<file path="src/rtl/logic_avalon_mm_arbiter.sv">
// Round-robin arbiter sharing one Avalon-MM master port between NUM_REQUESTERS requesters,
// with an in-order pending FIFO that routes responses back. Define LOGIC_AVALON_MM_ARBITER_FIXED_PRIORITY_EN for fixed priority.
module logic_avalon_mm_arbiter #(
   parameter int NUM_REQUESTERS = 2,
   parameter int DATA_BYTES     = 4,
   parameter int ADDRESS_WIDTH  = 1,
   parameter int MAX_PENDING    = 4
) (
   input  logic                                    aclk,
   input  logic                                    areset_n,
   input  logic [NUM_REQUESTERS-1:0]               req_read,
   input  logic [NUM_REQUESTERS-1:0]               req_write,
   input  logic [NUM_REQUESTERS*ADDRESS_WIDTH-1:0] req_address,
   input  logic [NUM_REQUESTERS*8*DATA_BYTES-1:0]  req_writedata,
   input  logic [NUM_REQUESTERS*DATA_BYTES-1:0]    req_byteenable,
   output logic [NUM_REQUESTERS-1:0]               req_waitrequest,
   output logic [NUM_REQUESTERS-1:0]               req_readdatavalid,
   output logic [NUM_REQUESTERS-1:0]               req_writeresponsevalid,
   output logic [8*DATA_BYTES-1:0]                 req_readdata,
   output logic [1:0]                              req_response,
   output logic                                    m_read,
   output logic                                    m_write,
   output logic [ADDRESS_WIDTH-1:0]                m_address,
   output logic [8*DATA_BYTES-1:0]                 m_writedata,
   output logic [DATA_BYTES-1:0]                   m_byteenable,
   input  logic                                    m_waitrequest,
   input  logic                                    m_readdatavalid,
   input  logic                                    m_writeresponsevalid,
   input  logic [8*DATA_BYTES-1:0]                 m_readdata,
   input  logic [1:0]                              m_response
);

   localparam int N       = NUM_REQUESTERS;
   localparam int D       = 8 * DATA_BYTES;
   localparam int GW      = $clog2(N);
   localparam int PW      = $clog2(MAX_PENDING);
   localparam int COUNT_W = PW + 1;

   localparam logic [0:0] IDLE = 1'b0;
   localparam logic [0:0] BUSY = 1'b1;

   logic [1:0]         rst_sync;
   logic               rst_n;
   logic [0:0]         state;
   logic [GW-1:0]      grant;
   logic [GW-1:0]      idle_base;
   logic [GW-1:0]      accept_base;
   logic [N-1:0]       request;
   logic               busy;
   logic               can_issue;
   logic               accept;
   logic               push;
   logic               pop;
   logic               not_empty;
   logic [GW-1:0]      head;
   logic [GW-1:0]      fifo_mem [MAX_PENDING];
   logic [PW-1:0]      wr_ptr;
   logic [PW-1:0]      rd_ptr;
   logic [COUNT_W-1:0] count;

   // Reset asserts asynchronously but releases on a clock edge.
   always_ff @(posedge aclk or negedge areset_n) begin
      if (!areset_n) rst_sync <= 2'b00;
      else           rst_sync <= {rst_sync[0], 1'b1};
   end
   assign rst_n = rst_sync[1];

   // First requesting index at or after start, wrapping.
   function automatic logic [GW-1:0] pick(input logic [N-1:0] req, input logic [GW-1:0] start);
      logic [GW-1:0] result;
      logic          found;
      int            idx;
      result = start;
      found  = 1'b0;
      for (int k = 0; k < N; k++) begin
         idx = (int'(start) + k) % N;
         if (!found && req[idx]) begin
            result = GW'(idx);
            found  = 1'b1;
         end
      end
      return result;
   endfunction

   assign request   = req_read | req_write;
   assign busy      = (state == BUSY);
   assign can_issue = (count != COUNT_W'(MAX_PENDING));
   assign not_empty = (count != '0);
   assign head      = fifo_mem[rd_ptr];
   assign push      = accept;
   assign pop       = (m_readdatavalid | m_writeresponsevalid) & not_empty;

   // NOTE: every combinational output gets a default before any conditional assignment, so no latch is inferred.
   always_comb begin
      m_read  = 1'b0;
      m_write = 1'b0;
      req_waitrequest = '1;
      if (busy) begin
         m_read  = can_issue & req_read[grant];
         m_write = can_issue & req_write[grant];
         req_waitrequest[grant] = m_waitrequest | ~can_issue;
      end
   end

   assign accept       = (m_read | m_write) & ~m_waitrequest;
   assign m_address    = req_address[int'(grant)*ADDRESS_WIDTH +: ADDRESS_WIDTH];
   assign m_writedata  = req_writedata[int'(grant)*D +: D];
   assign m_byteenable = req_byteenable[int'(grant)*DATA_BYTES +: DATA_BYTES];

   always_comb begin
      req_readdatavalid      = '0;
      req_writeresponsevalid = '0;
      if (not_empty) begin
         req_readdatavalid[head]      = m_readdatavalid;
         req_writeresponsevalid[head] = m_writeresponsevalid;
      end
   end

   assign req_readdata = m_readdata;
   assign req_response = m_response;

`ifdef LOGIC_AVALON_MM_ARBITER_FIXED_PRIORITY_EN
   assign idle_base   = '0;
   assign accept_base = '0;
`else
   logic [GW-1:0] rr_ptr;
   logic [GW-1:0] next_ptr;

   assign next_ptr    = (int'(grant) == N - 1) ? '0 : grant + GW'(1);
   assign idle_base   = rr_ptr;
   assign accept_base = next_ptr;

   always_ff @(posedge aclk or negedge rst_n) begin
      if (!rst_n)      rr_ptr <= '0;
      else if (accept) rr_ptr <= next_ptr;
   end
`endif

   // NOTE: sequential state uses non-blocking assignments so every flop samples pre-edge values.
   always_ff @(posedge aclk or negedge rst_n) begin
      if (!rst_n) begin
         state <= IDLE;
         grant <= '0;
      end else begin
         case (state)
            IDLE: begin
               if (|request) begin
                  grant <= pick(request, idle_base);
                  state <= BUSY;
               end
            end
            BUSY: begin
               if (accept) begin
                  if (|request) grant <= pick(request, accept_base);
                  else          state <= IDLE;
               end else if (!request[grant]) begin
                  state <= IDLE;
               end
            end
            default: state <= IDLE;
         endcase
      end
   end

   always_ff @(posedge aclk or negedge rst_n) begin
      if (!rst_n) begin
         wr_ptr <= '0;
         rd_ptr <= '0;
         count  <= '0;
      end else begin
         if (push) wr_ptr <= wr_ptr + PW'(1);
         if (pop)  rd_ptr <= rd_ptr + PW'(1);
         if (push && !pop)      count <= count + COUNT_W'(1);
         else if (!push && pop) count <= count - COUNT_W'(1);
      end
   end

   // NOTE: the storage array is not reset; only entries between rd_ptr and wr_ptr are ever read.
   always_ff @(posedge aclk) begin
      if (push) fifo_mem[wr_ptr] <= grant;
   end

   response_without_pending: assert property (@(posedge aclk) disable iff (!rst_n)
      !((m_readdatavalid | m_writeresponsevalid) && !not_empty));

endmodule

</file>
<file path="config.mk">
export PLATFORM = sky130hd
export DESIGN_NAME = logic_avalon_mm_arbiter
export DESIGN_NICKNAME = d
export VERILOG_FILES = /design/src/rtl/logic_avalon_mm_arbiter.sv
export SDC_FILE = /design/constraint.sdc
export NUM_CORES = 1
export LEC_CHECK = 0
export CAP_MARGIN = 20
export CORE_MARGIN = 2
export CORE_UTILIZATION = 24
export CTS_BUF_LIST = sky130_fd_sc_hd__clkbuf_4
export DETAILED_ROUTE_END_ITERATION = 10
export GPL_ROUTABILITY_DRIVEN = 1
export PLACE_DENSITY = 0.79
export SYNTH_ARGS = -nofsm -noshare
export SYNTH_HDL_FRONTEND = slang
export SYNTH_SLANG_ARGS = --single-unit
export TNS_END_PERCENT = 1
</file>
<file path="constraint.sdc">
create_clock -name aclk -period 1.4 [get_ports aclk]
set_input_delay 0.28 -clock aclk [delete_from_list [all_inputs] [get_ports aclk]]
set_output_delay 0.28 -clock aclk [all_outputs]
set_load 0.05 [all_outputs]
</file>
**After elaboration in Yosys (flattened, before gate mapping)**

Memory sizes are Yosys's and may differ from the RTL's.
Cells that the tools add are included.

- Bits in registers: 12
- Memory bits (writable): 4
- Output and inout port bits: 79
- Memories: 1

Memory list:

| name | depth | width | read ports | clocked after memory_dff | write ports | RTL line | text |
|---|---|---|---|---|---|---|---|
| fifo_mem | 4 | 1 | 1 | 0 | 1 | 56 | `logic [GW-1:0] fifo_mem [MAX_PENDING];` |

- Add/subtract/negate cells: 7
- Order comparisons: 8
- Equality and inequality tests: 4
- Shift-type cells: 3
- Multiplexer cells: 47
- Bitwise gates (word level): 17
- Reductions and logical operators: 14

Operator list:

| operator | number |
|---|---|
| $shiftx A64 B7 Y32 | 1 |
| $mux W1 | 38 |
| $lt A1 B2 Y1 const B | 4 |
| $shiftx A8 B4 Y4 | 1 |
| $logic_and A1 B1 Y1 | 6 |
| $lt A2 B3 Y1 const B | 2 |
| $mux W2 | 3 |
| $mux W3 | 2 |
| $add A2 B1 Y2 const B | 2 |
| $and A1 B1 Y1 | 4 |
| $and A2 B2 Y2 | 2 |
| $logic_not A1 Y1 | 4 |
| $ne A2 B1 Y1 const B | 2 |
| $or A2 B2 Y2 | 2 |
| $pmux W1 S2 | 2 |
| $add A1 B1 Y1 const B | 3 |
| $add A3 B1 Y3 const B | 1 |
| $ne A3 B3 Y1 const B | 1 |
| $not A1 Y1 | 3 |
| $or A1 B1 Y1 | 3 |
| $reduce_and A3 Y1 | 1 |
| $reduce_bool A3 Y1 | 1 |
| $sub A3 B1 Y3 const B | 1 |
| $and A1 B1 Y1 const A | 2 |
| other kinds (7) | 9 |

**Logic depth before layout (Yosys ltp)**

Gate-level depths: netlist of the first run.

- Word-level depth: 14
- Gate-level depth with buffers: 10
- Depth with buffers taken out: 9

**Least setup slack after synthesis of the first run**

No wires, ideal clock.

- Kind: register -> register
- Start: register grant
- End: register count[2]
- Library setup time: 79 ps
- Arrival time: 2,187 ps
- Required time: 1,321 ps
- Setup slack: -866 ps
- Cell stages (with the launch flop): 11
- Period minus slack after synthesis: 2,266 ps
- Cells stage by stage: dfrtp_1 -> buf_4 -> inv_2 -> mux2_4 -> nor3_4 -> ha_1 -> inv_1 -> fa_1 -> xor2_1 -> nor2_1 -> xor2_1

- Word-level cells in the longest chain between the ends: 9
- Elaborated cells between the ends (all ways): 15

Ends and longest elaborated chain:

| element | RTL line | text |
|---|---|---|
| start, declared | 45 | `logic [GW-1:0] grant;` |
| start signal, assigned | 148 | `grant <= pick(request, idle_base);` |
| start signal, assigned | 154 | `if (\|request) grant <= pick(request, accept_base);` |
| $mux W1, on equally long branches (2 in series) | 99, 100 |  |
| $and A1 B1 Y1, on equally long branches | 99, 100 |  |
| $mux W1 | 98 | `if (busy) begin` |
| $or A1 B1 Y1 * | 105 | `assign accept = (m_read \| m_write) & ~m_waitrequest;` |
| $and A1 B1 Y1 * | 105 |  |
| named net accept | 51 | `logic accept;` |
| $logic_not A1 Y1 | 174 | `else if (!push && pop) count <= count - COUNT_W'(1);` |
| $logic_and A1 B1 Y1 | 174 |  |
| $reduce_bool A2 Y1 (no source line) | - |  |
| end signal, assigned | 173 | `if (push && !pop) count <= count + COUNT_W'(1);` |
| end signal, assigned | 174 |  |
| end, declared | 59 | `logic [COUNT_W-1:0] count;` |

The timed path passes the listed nets; every way through them passes the cells marked *. The select of a mux whose other input is x is not followed.
A chain may end at the register's enable or synchronous reset.

**Final worst setup path of the first run**

- Start: input port req_read[1]
- End: register count[2]

- Word-level cells in the longest chain between the ends: 9
- Elaborated cells between the ends (all ways): 11

Ends and longest elaborated chain:

| element | RTL line | text |
|---|---|---|
| start, declared | 11 | `input logic [NUM_REQUESTERS-1:0] req_read,` |
| $mux W1 (implied by the code) * (2 in series) | 99 | `m_read = can_issue & req_read[grant];` |
| $and A1 B1 Y1 * | 99 |  |
| $mux W1 * | 98 |  |
| $or A1 B1 Y1 * | 105 |  |
| $and A1 B1 Y1 * | 105 |  |
| named net accept | 51 |  |
| $logic_not A1 Y1 | 174 |  |
| $logic_and A1 B1 Y1 | 174 |  |
| $reduce_bool A2 Y1 (no source line) | - |  |

Marked as above.

==> qor.yml, run 1 <==
outcome: "complete, but fails checks"
violations: "setup timing"
setup_ws_ps: -668
cap_violations: 0
cts_num_sinks: 16
fin_skew_ps: 2.37
hold_path_class: "in2async"
dp_hpwl_mm: 3.56
ys_seq_elements: 16
yosys.area.top_type: "mux2_2"
yosysSeqAreaShare_pct: 27.1
netlist_instances: 149
syn_area_mm2: 0.00155
io_pins: 196
root_buffer: "clkbuf_4"
area_delta_synth_final_pct: 80.1
viasPerCell: 4.40
finalHoldViolations: 0
syn_nets: 272
cp_slowest_cell: "clkdlybuf4s50_1"
overflow: 0
period_share_pct: 148
ys_async_sr_fraction_pct: 75.0
final-setup-viol-count: 55
core-area_mm2: 0.00631
fp.dieH_um: 84.4
drive_gt1_share_pct: 46.5
timing.setup.tns_ps: -27470
cts_tree: "built"
htree_levels: 1
die_w_um: 84.4
drv_slew: 0
max_stage_delay_ps: 470
vias: 1473
yosys.area.top_type_share_pct: 27.6
synthTopCellsByArea: "mux2_2 (28%), dfrtp_1 (19%), buf_4 (17%), edfxtp_1 (7.7%), ha_1 (4.0%)"
synth_edf_count: 4
rows: 29
clockBufferDepth: 2
drc: 0
vdd_drop_max_mv: 1.10
yosysWarnings: 0
setup.worst_path.end_class: "flop"
final_nets: 382
grt_pass1_wl_mm: 6.78
gp_congestion: 0.731
rsz0062_at_grt: "yes"
min_period_ps: 2070
die_area_mm2: 0.00713
fin_worst_hold_slack_ps: 155
cp_max_fo: 2
cp.arrival_ps: 2270
worstPathCellList: "clkdlybuf4s50_1 -> nor2_1 -> mux2_4 -> nor3_4 -> ha_2 -> inv_1 -> fa_2 -> xor2_1 -> nor2_1 -> xor2_1"
clk_pin_slew_ps: 90
final_util_pct: 44.3
p_per_area_mw_per_mm2: 1980
rr_worst_depth: 9
antennaDiodeCount: 0
power.total_w: 0.00554
antenna_found_initial: 0
drt_iter0_drc: 35
worstSetupPathType: "in2reg"
synth_common_cells: "mux2_2 (38), buf_4 (35), dfrtp_1 (12)"
tightest_slew_ps: 533
cts_hold_buf: 0
drt_wl_total_mm: 4.21
cts_buffers: 3
clock_latency_ps: 280
synthDistinctLibCells: 31
avgSynthCellArea_um2: 10.4
worstPathRequired_ps: 1600
post_drt_wl_per_cell_um: 12.6
drtPass1Iterations: 4
grt_max_degree: 46
setup.worst_path.start_class: "primary input"
grt_util_all_layers_pct: 11.6
relSlewSlack_pct: 64.5
clock.fmax_mhz: 484
drt.antenna.violating_nets: 0
io_buffers: 127
initial_utilization_pct: 24.6
grt_pass1_vias: 1576
synth_most_common_cell: "mux2_2"
synth_ff_type: "dfrtp_1"
leakage_nw: 1.20
cell families after synthesis:
group | share of synthesized area (%)
adder cells (fa/ha/maj) | 5.32
multiplexers | 33.2
flip-flops | 27.1
other | 0.242
XOR/XNOR | 3.38
AO/OA/AOI/OAI | 2.34
AND/OR/NAND/NOR | 9.02
buffers and inverters | 19.4
critical path: cells and delay by family:
| family | cells | cell delay [ps] |
|---|---|---|
| buffers and inverters | 2 | 520 |
| adders and majority gates | 2 | 530 |
| muxes | 1 | 290 |
| xor gates and xnor gates | 2 | 300 |
| and+or+nand+nor | 3 | 330 |
layout make-up:
cell class / count / area, um2
clock buffers: 4 / 30.0
fillers: 621 / 3520
inverters: 6 / 22.5
multi-input cells: 88 / 867
flip-flops and latches: 16 / 422
well taps: 77 / 96.3
repair buffers: 144 / 1360
sequential cells by signal (all words and copies together), names as in the netlist:
register / count
rd_ptr: 2
count: 3
busy: 1
rst_sync: 2
idle_base: 1
grant: 1
wr_ptr: 2
fifo_mem: 4
metrics by stage:
stage	instance area, um2	setup WS (ps)	std cells
detailed placement	2710	-1020	330
global route	2800	-772	335
CTS	2790	-692	335
global placement	2710	-906	330
finish	2800	-668	335
floorplan	1550	-866	149
layer usage:
layer,wire [um],global-route usage [%]
met5,0,0
met4,38,3.46
met3,440,4.42
met1,1540,12.5
met2,2190,21.0
where the power goes:
part | internal [W] | switching, W | leakage (nW)
logic | 0.00196 | 0.00253 | 1.01
clock network | 0.000130 | 0.000132 | 0.0184
registers | 0.000675 | 0.000113 | 0.174
path summary, 6_finish.rpt:
check	slack [ps]	startpoint	to
max	-670	req_read[1]	count[2]$_DFFE_PN0P_
min	160	areset_n	rst_sync[0]$_DFF_PN0_
max reg2reg	-630	grant$_DFFE_PN0P_	count[2]$_DFFE_PN0P_
min reg2reg	180	rst_sync[1]$_DFF_PN0_	wr_ptr[1]$_DFFE_PN0P_
max in group asynchronous	900	rst_sync[1]$_DFF_PN0_	grant$_DFFE_PN0P_
min in group aclk	350	rst_sync[0]$_DFF_PN0_	rst_sync[1]$_DFF_PN0_
cells in the final DEF (no fill, tap or decap), types with 2 or more instances in the layout:
cell              n
buf_12            5
clkdlybuf4s50_1  81
xor2_1            3
clkbuf_4          4
mux2i_1           2
nand2_1           4
ha_1              4
mux2_2           38
and3_4            2
nor2_2            2
buf_4            54
dfrtp_1          11
and2_1            4
xnor2_1           3
inv_1             5
mux2_4            3
edfxtp_1          4
nor2_1            7
buf_6             3
timing repair:
| item | in CTS | in global routing |
|---|---|---|
| setup buffers | 1 | 0 |
| gates resized for setup | 11 | 2 |
| pin swaps | 3 | 1 |
| endpoints found under the setup margin | 56 | 55 |
Note: power is estimated with default switching activity, not from simulation.
==> run 2: changes to the inputs <==
--- a/config.mk
+++ b/config.mk
@@ -12,6 +12,7 @@
 export DETAILED_ROUTE_END_ITERATION = 10
 export GPL_ROUTABILITY_DRIVEN = 1
 export PLACE_DENSITY = 0.79
+export SKIP_LAST_GASP = 1
 export SYNTH_ARGS = -nofsm -noshare
 export SYNTH_HDL_FRONTEND = slang
 export SYNTH_SLANG_ARGS = --single-unit
==> run 2 against run 1 <==
  * The flow still finishes with violations (setup timing)
  * Power down 1.1%
  * Hold slack worse by 2.8 ps
  * Register-to-register slack worse by 30 ps
  * Clock-buffer cell count unchanged
  * Combinational power down 1%
  * Critical path type unchanged
  * Clock skew up 3.6 ps
  * Non-clock buffer count up 2
  * Flip-flop and latch count unchanged
  * Utilization down 0.32 points
  * Cell count up 0.60%
  * First-iteration DRC count up 14%
  * Via count down 0.14%
==> qor.yml, run 2 (same netlist as run 1, synthesis figures left out) <==
clockBufferDepth: 2  # unchanged
final-setup-viol-count: 55  # unchanged
clock.fmax_mhz: 477  # -1.3%
violations: "setup timing"
final_common_cell: "clkdlybuf4s50_1"
io_pins: 196  # unchanged
rsz0062_at_grt: "yes"
drtPass1Iterations: 4  # unchanged
cts_buffers: 3  # unchanged
drive_gt1_share_pct: 45.0  # -1.5 points
setup.worst_path.end_class: "flop"
viasPerCell: 4.36  # -0.73%
p_per_area_mw_per_mm2: 1970  # -0.36%
setup_ws_ps: -695  # -26.6 ps
post_drt_wl_per_cell_um: 12.5  # -0.59%
leakage_nw: 1.21  # +0.22%
area_delta_synth_final_pct: 78.8
cap_violations: 0  # unchanged
multi_input_area_um2: 842  # -2.9%
outcome: "complete, but fails checks"
drt.antenna.violating_nets: 0  # unchanged
cts_hold_buf: 0  # unchanged
crit_family: "buffers and inverters"
dp_hpwl_mm: 3.56  # unchanged
root_buffer: "clkbuf_4"
antennaDiodeCount: 0  # unchanged
power.total_w: 0.00548  # -1.1%
overflow: 0  # unchanged
fp.dieH_um: 84.4  # unchanged
die_w_um: 84.4  # unchanged
period_share_pct: 150  # +1.9 points
cts_tree: "built"
cp_slowest_cell: "clkdlybuf4s50_1"
worstPathRequired_ps: 1600  # about the same
clk_pin_slew_ps: 90  # about the same
setup.worst_path.start_class: "primary input"
final_util_pct: 44.0  # -0.32 points
layout_common_cells: "clkdlybuf4s50_1 (82), buf_4 (59), mux2_2 (38), dfrtp_1 (11), nor2_1 (9)"
relSlewSlack_pct: 64.4  # -0.11 points
grt_pass1_wl_mm: 6.78  # unchanged
grt_util_all_layers_pct: 11.6  # unchanged
cts_num_sinks: 16  # unchanged
initial_utilization_pct: 24.6  # unchanged
tightest_slew_ps: 534  # +1.64 ps
grt_pass1_vias: 1576  # unchanged
htree_levels: 1  # unchanged
vdd_drop_max_mv: 1.11  # about the same
core-area_mm2: 0.00631  # unchanged
finalHoldViolations: 0  # unchanged
min_period_ps: 2090  # +26.6 ps
io_buffers: 127  # unchanged
drc: 0  # unchanged
largest_reg_flops: 4  # unchanged
fin_skew_ps: 5.99  # +3.62 ps
top_register: "fifo_mem"
drt_wl_total_mm: 4.21  # unchanged
die_area_mm2: 0.00713  # unchanged
cp_max_fo: 2  # unchanged
rows: 29  # unchanged
register_area_um2: 422  # unchanged
worstSetupPathType: "in2reg"
clock_latency_ps: 280  # about the same
antenna_found_initial: 0  # unchanged
worstPathCellList: "clkdlybuf4s50_1 -> nor2_1 -> mux2_4 -> nor3_4 -> ha_2 -> inv_1 -> fa_2 -> xor2_1 -> nor2_1 -> xor2_1"
gp_congestion: 0.731  # unchanged
biggestRegsByFlops: "fifo_mem: 4 flops, count: 3 flops"
critPathBufInv: 2  # unchanged
final_nets: 384  # +0.52%
hold_path_class: "in2async"
grt_max_degree: 46  # unchanged
cp.arrival_ps: 2290  # +20 ps
max_stage_delay_ps: 480  # about the same
drv_slew: 0  # unchanged
drt_iter0_drc: 40  # +14%
n_fill_cell: 625  # +0.64%
vias: 1471  # -0.14%
## run 2: changes by cell type in the layout (fill, tap and decap cells not counted), sizes merged
cell           change
buf                +2
clkdlybuf4s50      +1
dlygate4sd2        -1
## run 2: final cells by class
type / instances / share of cell area (%)
timing repair buffer: 146 / 49.1
sequential: 16 / 15.2
clock buffer: 4 / 1.08
inverter: 6 / 0.811
tap: 77 / 3.47
multi-input combinational: 88 / 30.3
## run 2: timing repair
item	CTS	global route
setup endpoints to repair	56	55
resized for setup	3	1
pin swaps	2	2
setup buffers	1	2
## run 2: report_power, final
part | internal, W | switching [W] | leakage [nW]
Combinational | 0.00192 | 0.00252 | 1.01
Sequential | 0.000675 | 0.000107 | 0.174
Clock | 0.000130 | 0.000133 | 0.0184
Total | 0.00272 | 0.00276 | 1.21
## run 2: per-layer routing
layer | track usage [%] | vias up | wire length (um)
met4 | 3.46 | 0 | 38
met2 | 21.0 | 84 | 2170
met1 | 12.5 | 683 | 1550
met3 | 4.42 | 8 | 444
met5 | 0 | - | 0
li1 | - | 696 | -
## run 2: stage by stage
| stage | area (um2) | std cells | hold slack, ps | TNS [ps] | worst slack (ps) |
|---|---|---|---|---|---|
| after global placement | 2710 | 330 | 185 | -16810 | -906 |
| final | 2780 | 337 | 152 | -27680 | -695 |
| after CTS | 2760 | 335 | 142 | -28740 | -694 |
| after floorplan | 1550 | 149 | -15.6 | -11990 | -866 |
| after detailed placement | 2710 | 330 | 188 | -17610 | -1020 |
| after global routing | 2780 | 337 | 131 | -32490 | -793 |
## run 2: final timing paths
check / from / depth (start not counted) / slack, ps / to
worst max-delay path: req_read[0] / 10 / -690 / count[2]$_DFFE_PN0P_
worst min-delay path: areset_n / 1 / 150 / rst_sync[0]$_DFF_PN0_
worst max register to register: count[2]$_DFFE_PN0P_ / 9 / -660 / count[2]$_DFFE_PN0P_
worst min register to register: rst_sync[1]$_DFF_PN0_ / 0 / 180 / wr_ptr[1]$_DFFE_PN0P_
max in group asynchronous: rst_sync[1]$_DFF_PN0_ / 0 / 900 / grant$_DFFE_PN0P_
min in group aclk: rst_sync[0]$_DFF_PN0_ / 0 / 360 / rst_sync[1]$_DFF_PN0_
